<file path="config.mk">
export PLATFORM = sky130hd
export DESIGN_NAME = uart_rx_frame_ctrl
export DESIGN_NICKNAME = d
export VERILOG_FILES = /design/src/rtl/uart_rx_frame_ctrl.sv
export SDC_FILE = /design/constraint.sdc
export NUM_CORES = 1
export LEC_CHECK = 0
export CAP_MARGIN = 10
export CORE_MARGIN = 8
export CORE_UTILIZATION = 27
export DETAILED_ROUTE_END_ITERATION = 7
export PLACE_DENSITY_LB_ADDON = 0.05
export SYNTH_ARGS = -nofsm -noshare
export SYNTH_HDL_FRONTEND = slang
export SYNTH_SLANG_ARGS = --single-unit
</file>
<file path="constraint.sdc">
create_clock -name clk_i -period 4.1 [get_ports clk_i]
set_input_delay 1.025 -clock clk_i [delete_from_list [all_inputs] [get_ports clk_i]]
set_output_delay 1.025 -clock clk_i [all_outputs]
set_load 0.01 [all_outputs]
</file>
<file path="src/rtl/uart_rx_frame_ctrl.sv">
// Frame-level receive controller: sync hunt, header/payload/checksum
// sequencing, one-entry payload register, timeout and error count.
module uart_rx_frame_ctrl #(
  parameter logic [7:0]  SYNC_BYTE   = 8'hA5,
  parameter logic [31:0] TIMEOUT_CYC = 32'd1_000_000
) (
  input  logic        clk_i,
  input  logic        rst_n_i,
  input  logic [7:0]  rx_data_i,
  input  logic        rx_data_vld_i,
  output logic        rx_data_rdy_o,
  output logic [7:0]  pkt_data_o,
  output logic        pkt_vld_o,
  output logic        pkt_last_o,
  input  logic        pkt_rdy_i,
  output logic [7:0]  frame_cmd_o,
  output logic [7:0]  frame_len_o,
  output logic        frame_done_o,
  output logic        frame_ok_o,
  output logic        frame_tmo_o,
  output logic [15:0] err_cnt_o
);

  typedef enum logic [2:0] {
    S_HUNT,
    S_CMD,
    S_LEN,
    S_DATA,
    S_CHK
  } state_t;

  localparam logic [31:0] TMO_LAST = TIMEOUT_CYC - 32'd1;

  state_t      state_q;
  state_t      state_d;
  logic        acc;
  logic        stall;
  logic        tmo_hit;
  logic [31:0] cnt_q;
  logic [7:0]  chk_q;
  logic [7:0]  rem_q;

  assign stall = pkt_vld_o & ~pkt_rdy_i;
  assign acc   = rx_data_vld_i & rx_data_rdy_o;

  // a stalled output register freezes the timeout, so it cannot fire then
  assign tmo_hit = (state_q != S_HUNT) & ~acc & ~stall
                 & (cnt_q == TMO_LAST);

  always_ff @(posedge clk_i) begin
    if (!rst_n_i) begin
      state_q <= S_HUNT;
    end else begin
      state_q <= state_d;
    end
  end

  always_comb begin
    state_d       = state_q;
    rx_data_rdy_o = 1'b1;
    if (state_q == S_DATA) begin
      rx_data_rdy_o = ~stall;
    end
    if (tmo_hit) begin
      state_d = S_HUNT;
    end else if (acc) begin
      unique case (state_q)
        S_HUNT: begin
          if (rx_data_i == SYNC_BYTE) state_d = S_CMD;
        end
        S_CMD: state_d = S_LEN;
        S_LEN: begin
          state_d = (rx_data_i == 8'd0) ? S_CHK : S_DATA;
        end
        S_DATA: begin
          if (rem_q == 8'd1) state_d = S_CHK;
        end
        S_CHK: state_d = S_HUNT;
        default: state_d = S_HUNT;
      endcase
    end
  end

  always_ff @(posedge clk_i) begin
    if (!rst_n_i) begin
      cnt_q        <= '0;
      chk_q        <= '0;
      rem_q        <= '0;
      pkt_data_o   <= '0;
      pkt_vld_o    <= 1'b0;
      pkt_last_o   <= 1'b0;
      frame_cmd_o  <= '0;
      frame_len_o  <= '0;
      frame_done_o <= 1'b0;
      frame_ok_o   <= 1'b0;
      frame_tmo_o  <= 1'b0;
      err_cnt_o    <= '0;
    end else begin
      frame_done_o <= 1'b0;
      frame_ok_o   <= 1'b0;
      frame_tmo_o  <= 1'b0;
      if (pkt_rdy_i) pkt_vld_o <= 1'b0;
      if (state_q == S_HUNT || acc) begin
        cnt_q <= '0;
      end else if (!stall) begin
        cnt_q <= cnt_q + 32'd1;
      end
      if (tmo_hit) begin
        frame_done_o <= 1'b1;
        frame_tmo_o  <= 1'b1;
      end
      if (acc) begin
        unique case (state_q)
          S_CMD: begin
            frame_cmd_o <= rx_data_i;
            chk_q       <= rx_data_i;
          end
          S_LEN: begin
            frame_len_o <= rx_data_i;
            rem_q       <= rx_data_i;
            chk_q       <= chk_q ^ rx_data_i;
          end
          S_DATA: begin
            pkt_data_o <= rx_data_i;
            pkt_vld_o  <= 1'b1;
            pkt_last_o <= (rem_q == 8'd1);
            chk_q      <= chk_q ^ rx_data_i;
            rem_q      <= rem_q - 8'd1;
          end
          S_CHK: begin
            frame_done_o <= 1'b1;
            frame_ok_o   <= (rx_data_i == chk_q);
          end
          default: ;
        endcase
      end
      // counts the frame reported in the previous cycle
      if (frame_done_o && !frame_ok_o && err_cnt_o != 16'hFFFF) begin
        err_cnt_o <= err_cnt_o + 16'd1;
      end
    end
  end

endmodule

</file>
Word-level counts from Yosys, hierarchy flattened. Cells that the tools add are included.

Add/subtract/negate cells: 3. $mul: 0. Divide/modulo/power cells: 0. Order comparisons: 0. Equality and inequality tests: 11. Shift-type cells: 0. Muxes and demuxes: 13. Bitwise gates (word level): 10. Reductions and logical operators: 19.

Operator list (count): $add 32x1->32 const B (1); $eq 32x20->1 const B (1); $pmux 8 s2 (2); $add 16x1->16 const B (1); $ne 16x16->1 const B (1); $pmux 3 s4 (1); $reduce_and 2->1 (5); $mux 3 (3); $eq 8x1->1 const B (1); $eq 8x8->1 (1); $eq 8x8->1 const B (1); $logic_not 8->1 (1); $sub 8x1->8 const B (1); $xor 8x8->8 (1); $mux 1 (7); $eq 3x2->1 const B (2); $reduce_and 3->1 (2); $reduce_or 2->1 (3); $and 1x1->1 (5); $not 1->1 (4); $reduce_bool 2->1 (2); $eq 3x1->1 const B (1); $eq 3x3->1 const B (1); $logic_not 3->1 (1); 6 further kinds (7).

Bits in registers: 96. Latch bits: 0. RAM bits: 0. Memory bits (read-only): 0. Input bits: 12. Output and inout port bits: 46. Word-level logic and storage cells: 69. Memories: 0.

Depth between registers and ports, before layout. Gate-level depths: netlist (run 1).

Depth in word-level cells: 12. Gate-level depth with buffers: 7. Mapped depth without buffers: 7.

Worst setup path before layout (run 1). No wires, ideal clock.

Path type: in2out. Start: in pkt_rdy_i. End: out rx_data_rdy_o. Arrival time: 1.373 ns. Data required time: 3.075 ns. Slack: 1.702 ns. Stages on the path: 3. Path buffers: 1. Cells stage by stage: nor2b_1 buf_6 nand2_1.

Cells in the longest elaborated chain, start to end: 4.

Ends and longest elaborated chain: start: declaration (line 15) `input logic pkt_rdy_i,`; $not 1->1 (line 43) `assign stall = pkt_vld_o & ~pkt_rdy_i;`; $and 1x1->1 (line 43); $not 1->1 (line 62) `rx_data_rdy_o = ~stall;`; $mux 1 (line 61) `if (state_q == S_DATA) begin`; end: declaration (line 11) `output logic rx_data_rdy_o,`.

Every way passes these cells.

Final worst setup path (run 1). Ends and elaborated chain as after synthesis.

==> results of run 1 <==
[placed cells by master, fill, tap and decap left out, types with 6 or more instances in the layout]
master	Yosys	layout
a21oi_1	53	53
nand4_1	18	18
and3_1	10	10
nand2b_1	7	7
mux2i_1	10	10
nor4_1	10	10
nor2b_1	10	10
clkdlybuf4s50_1	0	57
xnor2_1	24	24
xor2_1	19	19
nand3_1	29	29
or3_1	7	7
buf_4	0	9
nor3_1	9	9
o211ai_1	8	8
o21ai_0	29	29
nand2_1	73	73
nor2_1	72	72
inv_1	6	6
dfxtp_1	96	96
clkbuf_16	0	9
[worst reg2reg max path: cells and delay by family, from the launching register on]
kind            cells  cell delay, ps
simple gates        4            1400
flops               1             520
compound gates      1             140
[worst paths after layout]
check / to
setup / recovery: rx_data_rdy_o
setup reg to reg: frame_len_o[3]
hold reg to reg: frame_len_o[4]
hold / removal: frame_len_o[4]
[kinds of logic (layout without fill, tap and decap cells)]
group	after synthesis	after routing	share of synthesized area [%]
AO/OA/AOI/OAI	113	113	14.5
XOR/XNOR	43	43	8.19
adder cells (fa/ha/maj)	4	4	1.09
buffers and inverters	39	90	3.73
flip-flops	96	96	41.8
multiplexers	10	10	2.18
AND/OR/NAND/NOR	266	266	28.5
[area by class of cell]
class,count,area [um2]
Timing Repair Buffer,67,658
Clock inverter,5,55.1
Clock buffer,11,253
Multi-Input combinational cell,436,2500
Sequential cell,96,1920
Inverter,7,26.3
Fill cell,1729,11000
Tap cell,220,275
[sequential cells by signal, summed over array words and instances, names as in the netlist, 3 cells and up]
signal,count
chk_q,8
cnt_q,32
err_cnt_o,16
frame_cmd_o,8
frame_len_o,8
pkt_data_o,8
rem_q,8
state_q,3
[power by group through the flow]
| stage | sequential [W] | combinational, W | clock, W |
|---|---|---|---|
| final | 0.000933 | 0.0000540 | 0.000880 |
| after global placement | 0.000955 | 0.0000555 | 0 |
| after CTS | 0.000933 | 0.0000557 | 0.000918 |
| after detailed placement | 0.000955 | 0.0000559 | 0 |
| after floorplan | 0.000955 | 0.0000281 | 0 |
| after global routing | 0.000933 | 0.0000592 | 0.000954 |
[through the flow]
stage | hold WS (ps) | setup WS [ps] | utilization, % | instance area [um2] | cells
floorplan | 454 | 1700 | - | 4600 | 571
global placement | 445 | 746 | 32.4 | 5380 | 826
detailed placement | 448 | 759 | 32.4 | 5380 | 826
CTS | 457 | 753 | 34.2 | 5690 | 842
global route | 475 | 702 | 34.2 | 5690 | 842
finish | 454 | 818 | 34.2 | 5690 | 842
[metal layers]
layer  vias up  share of wire (%)
met5         -                  0
met4         0               0.64
met3         5                5.0
met2        70                 45
met1      1897                 49
li1       2091                  -
==> results.ini, run 1 <==
[power_and_ir_drop]
seqPwrFrac_pct = 50.0
p_sw_w = 0.000409
ir_drop_mv = 0.194
p_clk_share_pct = 47.1
p_leak_nw = 1.82
combPwrFrac_pct = 2.9
switching_share_pct = 21.9
total_power_w = 0.00187
p_per_area_nw_per_um2 = 328
cell_internal_pwr_w = 0.00146

[timing]
final-hold-violation-count = 0
fin_skew_ps = 8.40
fmax_mhz = 305
tightest_slew_ps = 900
rsz0062_at_grt = false
period_needed_ps = 3280
relSlewSlack_pct = 39.4
fin_crit_sh_pct = 80.0
setup_violations = 0
finalMaxSlewViolations = 0
tns_ps = 0

[grt]
grt_max_degree = 30
grt_util_met1_pct = 15.8
grtUsageMet3_pct = 4.33
grt.busiest_layer = met2
grt_pass1_vias = 3970
antenna_found_initial = 0
grt_usage_pct = 12.4
grt_pass1_wl_um = 21400
overflow = 0
met2_usage_pct = 19.4

[layout]
layout.nets = 633
drive_gt1_share_pct = 5.63
antenna_cells = 0
area_growth_pct = 23.8

[routing]
ant_nets = 0
vias_per_cell = 4.83
route.vias.total = 4063
drt_iter0_drc = 197
drcViolationCount = 0
finalWirelength_um = 12900
avgRoutedWirePerCell_um = 15.3
first_pass_iters = 4

[die]
start_util_pct = 27.6
core_um2 = 16600
dieWidth_um = 146
rows = 47
io_pins = 58
die_h_um = 146
fp.dieArea_um2 = 21500

[setup_path]
crit_path_start = pkt_rdy_i
cp-end-kind = output pin
worstPathBufferInverterCount = 2
r2r_start = state_q[1]
critPathLaunchType = input pin
worst-path-stages = 4
r2r_cells = 5
crit_path_max_fanout = 2
crit_required_ps = 3070
cp_common_cell = clkdlybuf4s50_1
crit_chain = clkdlybuf4s50_1 > nor2b_1 > nand2_1 > clkdlybuf4s50_1
critPathArrivalTime_ps = 2260
crit_slowest_cell = clkdlybuf4s50_1
regToRegSetupSlack_ps = 1960
max_stage_delay_ps = 500
crit_family = buffers and inverters
worst-setup-path-type = input pin to output pin

[cts]
clk_latency_ps = 350
cts_buffers = 9
clk_pin_slew_worst_paths_ps = 70
cts_tree = yes
cts_root_buf = clkbuf_16
cts.sinks = 96
h-tree-depth = 3
cts_resized = 0
cts_buffer_depth = 2
cts_hold_buffers = 0
post_cts_buffers = 0

[logic_synthesis]
synth_edf_count = 0
syn-instance-count = 571
netlist_area_um2 = 4600
yosysSeqAreaShare_pct = 41.8
synthTopCellsByCount = 96 x dfxtp_1, 73 x nand2_1, 72 x nor2_1
ys_seq_elements = 96
synth_largest_area_cell = dfxtp_1
synth.most_common_cell = dfxtp_1
synth_cell_types = 49
avgSynthCellArea_um2 = 8.05
synth-warning-count = 0
synthTopCellsByArea = dfxtp_1 42%, nand2_1 6.0%, nor2_1 5.9%
synthArstFlopShare_pct = 0
syn_nets = 587
netlist.area_leader.share_pct = 41.8
synth_ff_type = dfxtp_1

[placement]
hpwlAfterDp_um = 9070
gp_congestion = 0.746
numPortBuffers = 57

[outcome]
status = finished, final reports clean

[worst_hold_path]
hold_path.class = flip-flop to flip-flop
min_path_cells = 2
worstHoldStart = frame_len_o[4]

[flow_run]
maxCapViolations = 0

(Power assumes the default switching activity.)
==> run 2: changes to the inputs <==
==> constraint.sdc (replaced) <==
create_clock -name clk_i -period 3.2 [get_ports clk_i]
set_input_delay 0.8 -clock clk_i [delete_from_list [all_inputs] [get_ports clk_i]]
set_output_delay 0.8 -clock clk_i [all_outputs]
set_load 0.01 [all_outputs]
==> run 2 against run 1 <==
Net effect:
- die area unchanged
- sequential share of layout area decreased by 0.32 points
- sequential power increased by 29%
- wire length increased by 4.5%
- highest routed layer unchanged
==> results.ini, run 2 (synthesis results as in run 1) <==
[outcome]
status = finished, final reports clean  ; unchanged

[setup_path]
r2r_start = state_q[2]  ; was state_q[1]
cp_common_cell = clkdlybuf4s50_1  ; unchanged
max_stage_delay_ps = 500  ; about the same
critPathArrivalTime_ps = 2100  ; was 2260 ps
critPathLaunchType = input pin  ; unchanged
crit_required_ps = 2400  ; was 3070 ps
worst-setup-path-type = input pin to output pin  ; unchanged
crit_slowest_cell = clkdlybuf4s50_1  ; unchanged
crit_path_start = pkt_rdy_i  ; unchanged
cp-end-kind = output pin  ; unchanged
crit_chain = clkdlybuf4s50_1 > nor2b_1 > nand2_1 > clkdlybuf4s50_1  ; unchanged
crit_path_max_fanout = 3  ; was 2

[power_and_ir_drop]
p_leak_nw = 1.88  ; was 1.82 nW
combPwrFrac_pct = 3.3  ; was 2.9%
p_clk_share_pct = 44.6  ; was 47.1%
switching_share_pct = 22.3  ; was 21.9%
cell_internal_pwr_w = 0.00178  ; was 0.00146 W
seqPwrFrac_pct = 52.1  ; was 50.0%
ir_drop_mv = 0.321  ; was 0.194 mV
p_sw_w = 0.000511  ; was 0.000409 W
p_per_area_nw_per_um2 = 399  ; was 328 nW/um2

[grt]
grt_max_degree = 29  ; was 30
overflow = 0  ; unchanged
antenna_found_initial = 0  ; unchanged
grt_usage_pct = 12.7  ; was 12.4%
grt_pass1_wl_um = 21800  ; was 21400 um
grt_pass1_vias = 4040  ; was 3970

[cts]
cts_buffers = 9  ; unchanged
cts_hold_buffers = 0  ; unchanged
cts_resized = 0  ; unchanged
cts_tree = yes  ; unchanged
cts_root_buf = clkbuf_16  ; unchanged
clk_latency_ps = 340  ; was 350 ps
post_cts_buffers = 0  ; unchanged
h-tree-depth = 3  ; unchanged
clk_pin_slew_worst_paths_ps = 70  ; about the same
cts_buffer_depth = 2  ; unchanged
cts.sinks = 96  ; unchanged

[die]
core_um2 = 16600  ; unchanged
dieWidth_um = 146  ; unchanged
die_h_um = 146  ; unchanged
rows = 47  ; unchanged
fp.dieArea_um2 = 21500  ; unchanged
io_pins = 58  ; unchanged
start_util_pct = 27.6  ; unchanged

[timing]
tightest_slew_ps = 853  ; was 900 ps
fin_crit_sh_pct = 90.6
fin_skew_ps = 5.51  ; was 8.40 ps
fmax_mhz = 345
relSlewSlack_pct = 42.6  ; was 39.4%
period_needed_ps = 2900
tns_ps = 0  ; unchanged
final-hold-violation-count = 0  ; unchanged
setup_violations = 0  ; unchanged
holdWs_ps = 458  ; was 454 ps
rsz0062_at_grt = false  ; unchanged
finalMaxSlewViolations = 0  ; unchanged

[routing]
first_pass_iters = 4  ; unchanged
drt_iter0_drc = 265  ; was 197
finalWirelength_um = 13500  ; was 12900 um
vias_per_cell = 4.90  ; was 4.83
route.vias.total = 4185  ; was 4063
ant_nets = 0  ; unchanged
drcViolationCount = 0  ; unchanged
avgRoutedWirePerCell_um = 15.8  ; was 15.3 um

[placement]
numPortBuffers = 57  ; unchanged
gp_congestion = 0.753  ; was 0.746
hpwlAfterDp_um = 9490  ; was 9070 um

[worst_hold_path]
hold_path.class = flip-flop to flip-flop  ; unchanged
worstHoldStart = frame_len_o[1]  ; was frame_len_o[4]

[layout]
seq_area_um2 = 1920  ; unchanged
layout_common_cells = 96 x dfxtp_1, 73 x nand2_1, 72 x nor2_1  ; unchanged
final_common_cell = dfxtp_1  ; unchanged
multi_input_area_um2 = 2500  ; unchanged
layout.nets = 648  ; was 633
largestRegisters = cnt_q x32, err_cnt_o x16  ; unchanged
top_register = cnt_q  ; unchanged
nFillCells = 1752  ; was 1729
largest_reg_flops = 32  ; unchanged
drive_gt1_share_pct = 7.26  ; was 5.63%
antenna_cells = 0  ; unchanged
area_growth_pct = 25.0  ; was 23.8%

[flow_run]
maxCapViolations = 0  ; unchanged

-- run 2: cell count changes in the layout (fill, tap and decap cells not counted), sizes merged --
| cell | previous run | this run |
|---|---|---|
| clkbuf | 11 | 12 |
| clkinv | 2 | 1 |
| buf | 10 | 25 |
| clkinvlp | 2 | 0 |
| bufinv | 1 | 0 |
-- run 2: path summary, 6_finish.rpt --
kind	end	slack (ps)	depth (start not counted)
min	frame_len_o[1]	460	2
max	rx_data_rdy_o	300	4
max reg2reg	cnt_q[15]	1090	6
min reg2reg	frame_len_o[1]	460	2
-- run 2: layout make-up --
type                            instances  share of cell area (%)
Multi-Input combinational cell        436                    43.6
Sequential cell                        96                    33.4
Timing Repair Buffer                   82                    13.2
Tap cell                              220                    4.79
Clock buffer                           12                    4.46
Inverter                                7                   0.457
Clock inverter                          1                  0.0871
-- run 2: metal layers --
| layer | track usage (%) | vias to the layer above | routed length [um] |
|---|---|---|---|
| li1 | - | 2118 | - |
| met1 | 16.6 | 1968 | 6620 |
| met2 | 19.5 | 85 | 5940 |
| met3 | 2.87 | 14 | 609 |
| met4 | 5.77 | 0 | 299 |
| met5 | 0 | - | 0 |
-- run 2: power by group through the flow --
stage	logic (W)	clock network (W)	registers (W)
floorplan	0.0000360	0	0.00122
CTS	0.0000776	0.00107	0.00120
global route	0.0000823	0.00111	0.00119
finish	0.0000754	0.00102	0.00120
global placement	0.0000772	0	0.00122
detailed placement	0.0000774	0	0.00122
-- run 2: through the flow --
step                      instances  total power, W  setup slack [ps]  cell area [um2]  utilization (%)
after floorplan                 571         0.00126              1060             4600                -
final                           854         0.00229               301             5750             34.5
after global placement          841         0.00130               263             5480             33.0
after CTS                       854         0.00234               272             5750             34.5
after global routing            854         0.00239               211             5750             34.5
after detailed placement        841         0.00130               285             5480             33.0
-- run 2: critical path, delay by kind of cell --
| kind | cells | cell delay [ps] |
|---|---|---|
| buf+inv | 2 | 910 |
| simple gates | 2 | 390 |
==> run 3: changes to the inputs <==
--- a/config.mk
+++ b/config.mk
@@ -9,6 +9,7 @@
 export CORE_MARGIN = 8
 export CORE_UTILIZATION = 27
 export DETAILED_ROUTE_END_ITERATION = 7
+export GPL_ROUTABILITY_DRIVEN = 0
 export PLACE_DENSITY_LB_ADDON = 0.05
 export SYNTH_ARGS = -nofsm -noshare
 export SYNTH_HDL_FRONTEND = slang
==> results of run 3 <==
No change in the layout: final DEF, timing and power equal those of run 2.
